## src/rtl/instruction_fetch_pkg.sv

```systemverilog
// -----------------------------------------------------------------------------
// instruction_fetch_pkg
// Purpose : Shared CPU definitions used by control, datapath and the fetch stage.
//           Holds the default machine word size, the opcode constants and the
//           2-bit fetch-stage state encoding.
// Contents:
//   WordSizeDefault  - default width of instruction, address and PC
//   Op*              - 4-bit opcode field values (inst[WordSize-1 -: 4])
//   if_state_e       - fetch FSM state encoding
// -----------------------------------------------------------------------------
package instruction_fetch_pkg;

  localparam int unsigned WordSizeDefault = 16;

  // Opcode field values decoded by control and datapath.
  localparam logic [3:0] OpAdi = 4'd4;
  localparam logic [3:0] OpOri = 4'd5;
  localparam logic [3:0] OpLhi = 4'd6;
  localparam logic [3:0] OpLwd = 4'd7;
  localparam logic [3:0] OpSwd = 4'd8;
  localparam logic [3:0] OpBne = 4'd0;
  localparam logic [3:0] OpBeq = 4'd1;
  localparam logic [3:0] OpJmp = 4'd9;
  localparam logic [3:0] OpRtype = 4'd15;

  typedef enum logic [1:0] {
    StFetch = 2'd0,
    StWait  = 2'd1,
    StExec  = 2'd2,
    StHalt  = 2'd3
  } if_state_e;

endpackage

```

## src/rtl/instruction_fetch.sv

```systemverilog
// -----------------------------------------------------------------------------
// instruction_fetch
// Purpose : Multi-cycle fetch stage. Issues a memory read at PC, waits for the
//           read-valid strobe, latches the instruction and presents it to the
//           datapath for exactly one commit cycle, then loads the datapath's
//           next_PC. A halt seen in the commit cycle parks the block in HALT
//           until reset.
// Ports   :
//   clk         in   clock, all state changes on rising edge
//   reset       in   synchronous active-high reset
//   readM       out  memory read request (FETCH/WAIT)
//   address     out  memory read address (= PC)
//   data        in   instruction word from memory
//   inputReady  in   memory read-data-valid strobe (honoured only in WAIT)
//   next_PC     in   next PC from datapath (loaded on leaving EXEC)
//   halt        in   halt request (sampled only in EXEC)
//   PC          out  address of current instruction
//   inst        out  latched instruction
//   inst_valid  out  one-cycle commit strobe (EXEC)
//   num_inst    out  committed instruction count, wraps
//   halted      out  high while in HALT
// -----------------------------------------------------------------------------
module instruction_fetch
  import instruction_fetch_pkg::*;
#(
  parameter int unsigned          WORD_SIZE = WordSizeDefault,
  parameter logic [WORD_SIZE-1:0] RESET_PC  = '0
) (
  input  logic                 clk,
  input  logic                 reset,
  output logic                 readM,
  output logic [WORD_SIZE-1:0] address,
  input  logic [WORD_SIZE-1:0] data,
  input  logic                 inputReady,
  input  logic [WORD_SIZE-1:0] next_PC,
  input  logic                 halt,
  output logic [WORD_SIZE-1:0] PC,
  output logic [WORD_SIZE-1:0] inst,
  output logic                 inst_valid,
  output logic [WORD_SIZE-1:0] num_inst,
  output logic                 halted
);

  if_state_e            r_state;
  if_state_e            w_state_next;
  logic [WORD_SIZE-1:0] r_pc;
  logic [WORD_SIZE-1:0] r_inst;
  logic [WORD_SIZE-1:0] r_num_inst;
  // High for the cycle right after a reset edge. Outputs cannot see the reset
  // input directly, so this flag keeps readM low for that cycle and holds the
  // FSM in FETCH so the first real read is still issued at RESET_PC.
  logic                 r_settle;

  always_comb begin
    w_state_next = r_state;
    unique case (r_state)
      StFetch: if (!r_settle) w_state_next = StWait;
      StWait:  if (inputReady) w_state_next = StExec;
      StExec:  w_state_next = halt ? StHalt : StFetch;
      StHalt:  w_state_next = StHalt;
      default: w_state_next = StFetch;
    endcase
  end

  always_ff @(posedge clk) begin
    if (reset) begin
      r_state    <= StFetch;
      r_pc       <= RESET_PC;
      r_inst     <= '0;
      r_num_inst <= '0;
      r_settle   <= 1'b1;
    end else begin
      r_settle <= 1'b0;
      r_state  <= w_state_next;
      if (r_state == StWait && inputReady) begin
        r_inst <= data;
      end
      // Commit happens even when halting.
      if (r_state == StExec) begin
        r_pc       <= next_PC;
        r_num_inst <= r_num_inst + 1'b1;
      end
    end
  end

  assign readM      = !r_settle && (r_state == StFetch || r_state == StWait);
  assign inst_valid = (r_state == StExec);
  assign halted     = (r_state == StHalt);
  assign address    = r_pc;
  assign PC         = r_pc;
  assign inst       = r_inst;
  assign num_inst   = r_num_inst;

endmodule

```

## config.mk

```make
export PLATFORM = sky130hd
export DESIGN_NAME = instruction_fetch
export DESIGN_NICKNAME = d
export VERILOG_FILES = /design/src/rtl/instruction_fetch_pkg.sv /design/src/rtl/instruction_fetch.sv
export SDC_FILE = /design/constraint.sdc
export NUM_CORES = 1
export LEC_CHECK = 0
export CELL_PAD_IN_SITES_DETAIL_PLACEMENT = 1
export CELL_PAD_IN_SITES_GLOBAL_PLACEMENT = 2
export CORE_MARGIN = 2
export CORE_UTILIZATION = 21
export DETAILED_ROUTE_END_ITERATION = 8
export PLACE_DENSITY_LB_ADDON = 0.1
export SKIP_LAST_GASP = 1
export SLEW_MARGIN = 40
export SYNTH_ARGS = -nofsm -noshare
export SYNTH_HDL_FRONTEND = slang
export SYNTH_SLANG_ARGS = --single-unit
export TNS_END_PERCENT = 100
```

## constraint.sdc

```tcl
create_clock -name clk -period 2.1 [get_ports clk]
set_input_delay 0.42 -clock clk [delete_from_list [all_inputs] [get_ports clk]]
set_output_delay 0.42 -clock clk [all_outputs]
set_load 0.05 [all_outputs]
```

==> results.rst <==
.. list-table::
   :header-rows: 1

   * - Metric
     - Value
   * - Run status
     - completed
   * - Kind of capture point of the worst setup path
     - output pin
   * - Layout cell share with drive strength beyond 1
     - under 10%
   * - Slowest cell on crit path
     - clkdlybuf4s50_1
   * - Final design instance area without fill
     - ~0.0032 sq mm
   * - Max-slew violation count
     - 0
   * - Max Fanout on Critical Path
     - 6
   * - Most common library cell in the layout ignoring fill and taps
     - clkdlybuf4s50_1
   * - Post-synthesis sequential area ratio
     - around 50%
   * - Cell count of the worst reg-to-reg path
     - 4
   * - Most used cells in the layout excluding fill and tap cells
     - clkdlybuf4s50_1 (95), nand2_1 (74), dfxtp_1 (51)
   * - Count of H-tree levels built during CTS
     - 2
   * - Clock transition time at the flip-flop clock pins of the worst setup and hold paths
     - roughly 100 ps
   * - Peak Freq
     - 496 MHz
   * - Distinct cells, synth
     - 29
   * - Iteration count of the initial detailed-routing pass
     - 4
   * - Synthesis warning total
     - 0
   * - Depth of the critical timing path with buffers and inverters included
     - 1
   * - Final count of negative-setup-slack endpoints
     - 0
   * - Type of the most critical hold path
     - reg2reg
   * - Slew at the pin closest to its max-slew limit
     - roughly 520 ps
   * - Flip-flop and latch count after synthesis
     - 51
   * - Clock tree from TritonCTS
     - built
   * - Standard-cell row count
     - 36
   * - Vias per Instance
     - about 4
   * - Worst-case vdd ir drop
     - between 0.2 and 0.25 mV
   * - Unrepaired setup endpoints after global routing
     - false
   * - WP data required
     - around 1700 ps
   * - Synthesized area divided by synthesized cell count
     - approximately 8.2 sq um
   * - Post-route worst hold slack
     - approximately 460 ps
   * - Data arrival time at the worst-slack endpoint
     - ~1600 ps
   * - Net count of the mapped netlist
     - 288
   * - Clock Sinks
     - 51
   * - Top delay family on crit path
     - buffers and inverters
   * - First-pass GRT wire length
     - around 9.4 mm
   * - Cell chosen for the clock root
     - clkbuf_8
   * - Count of nets left with antenna violations after detail routing
     - 0
   * - Filler Cells Inserted
     - about 1.1k
   * - Number of remaining DRC errors
     - 0
   * - Sum of buffers and inverters on the critical path
     - 1
   * - Per-cell routed wire length
     - between 10 and 15 um
   * - Total I/O pin count
     - between 100 and 150
   * - Netlist area before placement
     - approximately 0.0021 sq mm
   * - Global-route usage over all layers
     - ~11%
   * - Diode insertion count for antenna repair
     - 0
   * - Starting utilization of the core area
     - approximately a fifth
   * - Nature of the critical path startpoint
     - register
   * - Number of cells in the design after placement
     - 461
   * - Routed wire length
     - between 5 and 6 mm
   * - Final Non-Filler Cells
     - around 470
   * - RePlAce Congestion
     - just under 0.7
   * - CTS Buf Count
     - 5
   * - Critical-path cell list
     - clkdlybuf4s50_1
   * - Static Leak
     - ~0.0011 uW
   * - Final hold violations
     - 0
   * - Routing layer with the top usage in global route
     - met2
   * - Total power divided by cell area
     - between 600 and 700 mW/mm^2
   * - Aggregate negative setup slack
     - 0 ps
   * - Input/output buffers
     - between 100 and 150
   * - Number of post-CTS setup repair buffers
     - 0
   * - Placement Cell Area
     - between 0.003 and 0.004 sq mm
   * - Clock insertion delay at the later pin of the skew report
     - 310 ps
   * - Nets@finish
     - approximately 370
   * - R2R Setup Slk
     - 420 ps
   * - Met1 Resource Use GR
     - between 10% and 20%
   * - Full die area
     - about 0.011 sq mm
   * - Number of maximum-capacitance violations
     - 0
   * - Minimum clock period after layout
     - approximately 2000 ps
   * - Total via count in the routed design
     - around 1.9k
   * - Number of hold-repair buffers added at the cts stage
     - 0
   * - Routing usage on met2
     - between 15 and 20%
   * - Clk_skew
     - between 6 and 7 ps
   * - Total power
     - roughly 2000 uW
   * - CORE AREA
     - approximately 0.0097 sq mm
   * - Share of the clock period used by the worst path
     - between 90% and 100%
   * - X dimension of the die
     - roughly 100 um
   * - Maximum number of buffers from clock root to sink
     - 2
   * - Sum of net half-perimeters after detailed placement
     - ~4 mm
   * - Die Ht
     - 103 um
   * - Hold path cells
     - 2
   * - Number of instances in the synthesized netlist
     - approximately 250
   * - Via count of the first global-routing pass
     - 1934
   * - Delay of the slowest cell on the worst path
     - 840 ps
   * - Max-slew headroom at the worst pin
     - approximately two thirds
   * - Area overhead of the layout relative to synthesis
     - 55.3%
   * - Violation count after the first detailed-routing iteration
     - 29
   * - Type of the worst setup path
     - reg2out
   * - Largest net degree at the start of global routing
     - 52
   * - Grt met3 use
     - 3.43%
   * - Antenna violations before repair
     - 0
   * - Congestion Overflow GR
     - 0
==> metal layers <==
layer | wire length, um | part of all wire, %
met4 | 73 | 1.2
met2 | 2730 | 46
met3 | 376 | 6.4
met5 | 0 | 0
met1 | 2710 | 46
==> synthesized netlist by cell type (all sizes together) <==
library cell | instances | area share [%]
a21oi | 38 | 9.2
and2 | 1 | 0.30
and4 | 2 | 1.1
and4b | 1 | 0.48
buf | 18 | 6.4
clkbuf | 12 | 2.2
dfxtp | 51 | 49
ha | 1 | 0.61
inv | 1 | 0.18
nand2 | 74 | 13
nand2b | 2 | 0.61
nand3 | 2 | 0.48
nand3b | 2 | 1.3
nand4 | 5 | 2.2
nand4b | 1 | 0.42
nor2 | 14 | 2.5
nor3 | 3 | 0.73
nor4 | 2 | 0.61
o21ai | 3 | 0.73
o31ai | 1 | 0.36
or2 | 2 | 0.61
or3 | 2 | 0.61
or4 | 1 | 0.36
xnor2 | 6 | 2.5
xor2 | 6 | 2.5
==> logic make-up (layout without fill, tap and decap cells) <==
family / Yosys count / after routing / share of synthesized area [%]
and+or+nand+nor: 114 / 114 / 25.8
AOI/OAI and AO/OA: 42 / 42 / 10.3
xor gates and xnor gates: 12 / 12 / 5.08
buffers and inverters: 31 / 116 / 8.78
DFF: 51 / 51 / 49.4
adders and majority gates: 1 / 1 / 0.605
==> cell type report <==
type,instances,area [sq um],share of cell area (%)
timing repair buffer,107,1070,33.4
sequential,51,1020,31.8
multi-input combinational,169,865,26.9
tap,133,166,5.18
clock buffer,7,76.3,2.38
clock inverter,1,5.00,0.156
inverter,1,3.75,0.117
==> final timing paths <==
path / end / start
worst max-delay path: num_inst[4] / num_inst[4]
worst min-delay path: inst[10] / inst[10]
worst max register to register: num_inst[15] / r_state[1]
worst min register to register: inst[10] / inst[10]
==> what timing repair did <==
action	in CTS	in global routing
setup endpoints to repair	0	2
endpoints found under the hold margin	0	0
gates resized for setup	0	2
==> worst reg2reg max path, cell delays in order, from the launching register on <==
cell	delay, ps
dfxtp_1	540
nand3b_4	140
or2_1	310
or4_1	480
a21oi_1	150
==> sequential cells by signal, summed over array words and instances (netlist names) <==
signal / flops
num_inst: 16
r_state: 2
PC: 16
inst: 16
r_settle: 1
==> power by group <==
group,switching [uW],internal (uW)
logic,227,155
registers,24.8,997
clock network,335,235
total,586,1390
==> per-stage QoR <==
stage / setup WS, ps / utilization (%)
2_1_floorplan: 198 / -
3_3_place_gp: 368 / 32.3
3_5_place_dp: 342 / 32.3
4_1_cts: 29.0 / 33.1
5_1_grt: 11.4 / 33.2
6_report: 83.8 / 33.2
No activity file was read; power rests on OpenSTA's default activity.
